### src/rtl/sr_drive_ctrl.sv
// sr_drive_ctrl: turns SET/RESET/TOGGLE commands into gated S/R pulses and checks Q feedback
module sr_drive_ctrl #(
  parameter int PULSE_W   = 2,
  parameter int GAP_W     = 1,
  parameter int ERR_CNT_W = 8
) (
  input  logic                 clk,
  input  logic                 rst,
  input  logic                 cmd_valid,
  input  logic [1:0]           cmd_op,
  output logic                 cmd_ready,
  input  logic                 err_clr,
  input  logic                 Q_fb,
  output logic                 S,
  output logic                 R,
  output logic                 exp_q,
  output logic                 busy,
  output logic                 mismatch,
  output logic [ERR_CNT_W-1:0] err_cnt
);
  localparam int CW = $clog2((PULSE_W > GAP_W ? PULSE_W : GAP_W) + 1);
  localparam logic [CW-1:0] P_END = CW'(PULSE_W - 1);
  localparam logic [CW-1:0] G_END = CW'(GAP_W - 1);
  typedef enum logic [2:0] {INIT, IDLE, PULSE, GAP, CHECK} state_t;
  state_t state;
  logic [CW-1:0] cnt;
  logic tgt, fail, last;
  always_comb begin
    tgt  = cmd_op == 2'b01 ? 1'b1 : cmd_op == 2'b10 ? 1'b0 : ~exp_q;
    fail = state == CHECK && Q_fb != exp_q;
    last = cnt == (state == PULSE ? P_END : G_END);
  end
  assign cmd_ready = state == IDLE && !rst;
  assign busy      = state != IDLE;
  always_ff @(posedge clk) begin
    if (rst) begin
      state    <= INIT;
      cnt      <= '0;
      S        <= 1'b0;
      R        <= 1'b0;
      exp_q    <= 1'b0;
      mismatch <= 1'b0;
      err_cnt  <= '0;
    end else begin
      mismatch <= fail | (mismatch & ~err_clr);
      err_cnt  <= err_clr ? ERR_CNT_W'(fail) : err_cnt + ERR_CNT_W'(fail && !(&err_cnt));
      case (state)
        INIT: begin
          state <= PULSE;
          S     <= 1'b0;
          R     <= 1'b1;
        end
        IDLE: if (cmd_valid && cmd_op != 2'b00) begin
          state <= PULSE;
          exp_q <= tgt;
          S     <= tgt;
          R     <= ~tgt;
        end
        PULSE: begin
          cnt <= last ? '0 : cnt + CW'(1);
          if (last) begin
            state <= GAP;
            S     <= 1'b0;
            R     <= 1'b0;
          end
        end
        GAP: begin
          cnt <= last ? '0 : cnt + CW'(1);
          if (last) state <= CHECK;
        end
        CHECK: state <= IDLE;
        default: state <= INIT;
      endcase
    end
  end
endmodule

### config.mk
export PLATFORM = sky130hd
export DESIGN_NAME = sr_drive_ctrl
export DESIGN_NICKNAME = d
export VERILOG_FILES = /design/src/rtl/sr_drive_ctrl.sv
export SDC_FILE = /design/constraint.sdc
export NUM_CORES = 1
export LEC_CHECK = 0
export CORE_MARGIN = 1.5
export CORE_UTILIZATION = 56
export DETAILED_ROUTE_END_ITERATION = 8
export DONT_BUFFER_PORTS = 1
export GPL_TIMING_DRIVEN = 0
export PLACE_DENSITY = 0.69
export SYNTH_ARGS = -nofsm -noshare
export SYNTH_HDL_FRONTEND = slang
export SYNTH_SLANG_ARGS = --single-unit
### constraint.sdc
create_clock -name clk -period 2.21 [get_ports clk]
set_input_delay 0.442 -clock clk [delete_from_list [all_inputs] [get_ports clk]]
set_output_delay 0.442 -clock clk [all_outputs]
set_load 0.02 [all_outputs]
==> flow_summary.html <==
<table>
<tr><th>Metric</th><th>Value</th></tr>
<tr><th colspan="2">Route</th></tr>
<tr><td>Routed vias/inst</td><td>5.71</td></tr>
<tr><td>Via count</td><td>702</td></tr>
<tr><td>DR pass1 iterations</td><td>3</td></tr>
<tr><td>Final Routed Wirelength</td><td>1.51 mm</td></tr>
<tr><td>Drt initial violations</td><td>9</td></tr>
<tr><td>WL per Instance</td><td>12.3 µm</td></tr>
<tr><td>Remaining antenna violation count after routing</td><td>0</td></tr>
<tr><td>DRC errors left</td><td>0</td></tr>
<tr><th colspan="2">GRT</th></tr>
<tr><td>Global-route wire length before repair</td><td>2.51 mm</td></tr>
<tr><td>Vias in the first global route</td><td>662</td></tr>
<tr><td>Overflow after GRT</td><td>0</td></tr>
<tr><td>Overall routing resource usage</td><td>18.8%</td></tr>
<tr><td>Largest net degree at the start of global routing</td><td>11</td></tr>
<tr><td>Number of antenna violations at the first check in global routing</td><td>0</td></tr>
<tr><th colspan="2">STA</th></tr>
<tr><td>Post-route clock skew</td><td>4.68 ps</td></tr>
<tr><td># setup viols final</td><td>0</td></tr>
<tr><td>Setup repair after global routing missed its margin</td><td>no</td></tr>
<tr><td>Min cycle time layout</td><td>2040 ps</td></tr>
<tr><td>Final number of max-transition violations</td><td>0</td></tr>
<tr><td>Worst-case headroom to the max-slew limit</td><td>74.2%</td></tr>
<tr><td>Minimum setup slack in the final design</td><td>174 ps</td></tr>
<tr><td>Tightest Pin Transition</td><td>386 ps</td></tr>
<tr><td>Aggregate negative setup slack</td><td>0 ps</td></tr>
<tr><td>Final hold violation count</td><td>0</td></tr>
<tr><td>Period Utilization, post-route</td><td>92.1%</td></tr>
<tr><td>Maximum operating frequency</td><td>491 MHz</td></tr>
<tr><th colspan="2">Yosys</th></tr>
<tr><td>Number of synthesized flops with an enable pin</td><td>0</td></tr>
<tr><td>Post-synthesis instance area</td><td>873 µm²</td></tr>
<tr><td>Area share of and/or/nand/nor cells after synthesis</td><td>31.8%</td></tr>
<tr><td>Count of mapped cells out of synthesis</td><td>103</td></tr>
<tr><td>Register bit count reported by yosys</td><td>17</td></tr>
<tr><td>Multiplexer fraction of the synthesized cell area</td><td>1.29%</td></tr>
<tr><td>Compound-gate portion of the synthesized area</td><td>14.5%</td></tr>
<tr><td>XOR/XNOR share of the synthesized area</td><td>5.01%</td></tr>
<tr><td>Main combinational cell family by area after synthesis</td><td>simple AND/OR/NAND/NOR gates</td></tr>
<tr><td>Synth async-reset ratio</td><td>0%</td></tr>
<tr><td>Yosys cell types</td><td>35</td></tr>
<tr><td>Sequential fraction of the synthesis area</td><td>39.0%</td></tr>
<tr><td>Synthesized netlist net count</td><td>112</td></tr>
<tr><td>Number of warnings printed during yosys synthesis</td><td>0</td></tr>
<tr><td>Area share of fa/ha/maj cells after synthesis</td><td>2.87%</td></tr>
<tr><td>Main synth FF type</td><td>dfxtp_1</td></tr>
<tr><td>Average size of a mapped cell</td><td>8.48 µm²</td></tr>
<tr><th colspan="2">Place</th></tr>
<tr><td>Placed wire-length estimate</td><td>1.12 mm</td></tr>
<tr><td>Number of I/O port buffers</td><td>0</td></tr>
<tr><td>Final weighted congestion of routability-driven global placement</td><td>0.842</td></tr>
<tr><td>Cell count after placement</td><td>119</td></tr>
<tr><td>DP Worst Slack</td><td>289 ps</td></tr>
<tr><th colspan="2">Setup path</th></tr>
<tr><td>Crit path max fanout</td><td>10</td></tr>
<tr><td>Sort of element at the end of the critical path</td><td>output pin</td></tr>
<tr><td>Gate family responsible for the most delay along the worst path</td><td>simple AND/OR/NAND/NOR gates</td></tr>
<tr><td>CP Cell Sequence</td><td>buf_2 &gt; nand2b_1 &gt; nor2_1 &gt; inv_1 &gt; nor2_2</td></tr>
<tr><td>Buffers plus inverters on the worst setup path</td><td>2</td></tr>
<tr><td>Critical setup path kind</td><td>reg -&gt; out</td></tr>
<tr><td>Critical-path top delay cell</td><td>dfxtp_1</td></tr>
<tr><td>Required arrival time at the worst endpoint</td><td>1770 ps</td></tr>
<tr><td>Nature of the critical path startpoint</td><td>flop</td></tr>
<tr><td>CP arrival</td><td>1590 ps</td></tr>
<tr><td>Largest incremental delay on the critical path</td><td>300 ps</td></tr>
<tr><th colspan="2">Layout</th></tr>
<tr><td>Filler instances</td><td>131</td></tr>
<tr><td>Most common library cell in the layout ignoring fill and taps</td><td>dfxtp_1</td></tr>
<tr><td>Layout Area Growth over Synthesis</td><td>5.59%</td></tr>
<tr><td>Layout cells sized above 1</td><td>13.1%</td></tr>
<tr><td>Net count reported at finish</td><td>117</td></tr>
<tr><td>Leading cell types in the layout, fill and taps excluded</td><td>17 x dfxtp_1, 14 x nor2_1, 8 x a21oi_1</td></tr>
<tr><td>Antenna cells</td><td>0</td></tr>
<tr><td>Final Non-Filler Cells</td><td>123</td></tr>
<tr><th colspan="2">Die</th></tr>
<tr><td>Die Footprint</td><td>1810 µm²</td></tr>
<tr><td>Number of top-level pins</td><td>21</td></tr>
<tr><td>Chip width</td><td>42.5 µm</td></tr>
<tr><td>Placeable core region</td><td>1490 µm²</td></tr>
<tr><td>Placement row count</td><td>14</td></tr>
<tr><td>Effective utilization at floorplan</td><td>58.7%</td></tr>
<tr><td>Die Y</td><td>42.5 µm</td></tr>
<tr><th colspan="2">Clock network</th></tr>
<tr><td>Number of clock sinks seen by CTS</td><td>17</td></tr>
<tr><td>CTS buffer count</td><td>3</td></tr>
<tr><td>Clock latency reported for the late side of the worst-skew pair</td><td>290 ps</td></tr>
<tr><td>Max Buffers Root-to-Sink</td><td>2</td></tr>
<tr><td>Number of H-tree levels</td><td>1</td></tr>
<tr><td>Clk root buf</td><td>clkbuf_4</td></tr>
<tr><td>Clock transition time at the flip-flop clock pins of the worst setup and hold paths</td><td>100 ps</td></tr>
<tr><td>Total setup buffers inserted after CTS</td><td>0</td></tr>
<tr><td>Clock tree from TritonCTS</td><td>built</td></tr>
<tr><th colspan="2">Status</th></tr>
<tr><td>Result of the run</td><td>finished clean</td></tr>
<tr><th colspan="2">Power and ir drop</th></tr>
<tr><td>Peak supply drop</td><td>0.000579 V</td></tr>
<tr><td>Lkg Pwr</td><td>0.333 nW</td></tr>
<tr><td>Power density over the cells</td><td>928 nW/µm²</td></tr>
<tr><th colspan="2">Min path</th></tr>
<tr><td>Path category of the worst min-delay check</td><td>in -&gt; reg</td></tr>
<tr><th colspan="2">Job</th></tr>
<tr><td>Max-cap violations</td><td>0</td></tr>
</table>
[synthesized netlist by cell type, types with 2 or more instances]
| library cell | instances | area, µm² |
|---|---|---|
| nand2_1 | 5 | 18.8 |
| or3b_1 | 2 | 17.5 |
| nor2_1 | 15 | 56.3 |
| xor2_1 | 4 | 35.0 |
| dfxtp_1 | 17 | 340 |
| nor2b_4 | 2 | 27.5 |
| or3_1 | 2 | 12.5 |
| nor3b_1 | 2 | 15.0 |
| inv_1 | 3 | 11.3 |
| a21oi_1 | 8 | 40.0 |
| nand2b_1 | 4 | 25.0 |
| nor3_1 | 3 | 15.0 |
| o22ai_1 | 2 | 12.5 |
| buf_4 | 2 | 15.0 |
| ha_1 | 2 | 25.0 |
| nor2b_1 | 2 | 12.5 |
| and3_1 | 2 | 12.5 |
| o21ai_0 | 5 | 25.0 |
| nand3_1 | 4 | 20.0 |
| nand4_1 | 2 | 12.5 |
[metrics by stage]
step | instance area, µm² | utilization, % | hold slack (ps) | power (mW)
2_1_floorplan | 873 | - | 511 | 0.652
3_3_place_gp | 893 | 60.0 | 547 | 0.692
3_5_place_dp | 893 | 60.0 | 549 | 0.697
4_1_cts | 920 | 61.8 | 280 | 0.867
5_1_grt | 922 | 61.9 | 289 | 0.923
6_report | 922 | 61.9 | 295 | 0.856
[state kept, by name, indices dropped and copies added, names as in the netlist]
register and count:
R 1, S 1, cnt 2, err_cnt 8, exp_q 1, mismatch 1, state 3
[cell families after synthesis]
| family | after synthesis |
|---|---|
| compound gates | 21 |
| xor+xnor | 5 |
| fa+ha+maj | 2 |
| buf+inv | 8 |
| flops | 17 |
| mux | 1 |
| simple gates | 49 |
[where the power goes]
part           switching [mW]  internal [mW]  total [mW]
Sequential             0.0447          0.345       0.390
Combinational           0.158          0.144       0.303
Clock                  0.0933         0.0701       0.163
[cell type report]
| cell class | instances | area, µm² | area share [%] |
|---|---|---|---|
| well taps | 16 | 20.0 | 2.17 |
| inverters | 3 | 11.3 | 1.22 |
| multi-input cells | 78 | 487 | 52.8 |
| flip-flops and latches | 17 | 340 | 36.9 |
| clock buffers | 4 | 26.3 | 2.85 |
| plain buffers | 5 | 37.5 | 4.07 |
[worst paths after layout]
path,start,end,slack (ps),cells past startpoint
worst max-delay path,state[1]$_SDFFE_PP0P_,cmd_ready,170,5
worst min-delay path,cmd_op[0],S$_SDFFE_PP0P_,290,2
worst max register to register,exp_q$_SDFFE_PP0P_,err_cnt[7]$_SDFF_PP0_,300,7
worst min register to register,S$_SDFFE_PP0P_,S$_SDFFE_PP0P_,560,2
[layer usage]
metal / vias to the layer above / routed length, µm / track usage (%)
li1: 366 / - / -
met1: 322 / 667 / 19.8
met2: 12 / 769 / 33.2
met3: 2 / 59 / 4.31
met4: 0 / 10 / 11.3
met5: - / 0 / 0
[timing repair]
action,CTS,global route
resized for setup,0,1
endpoints found under the hold margin,0,0
setup endpoints to repair,0,1
hold buffers,0,0
No activity file was read; power rests on OpenSTA's default activity.
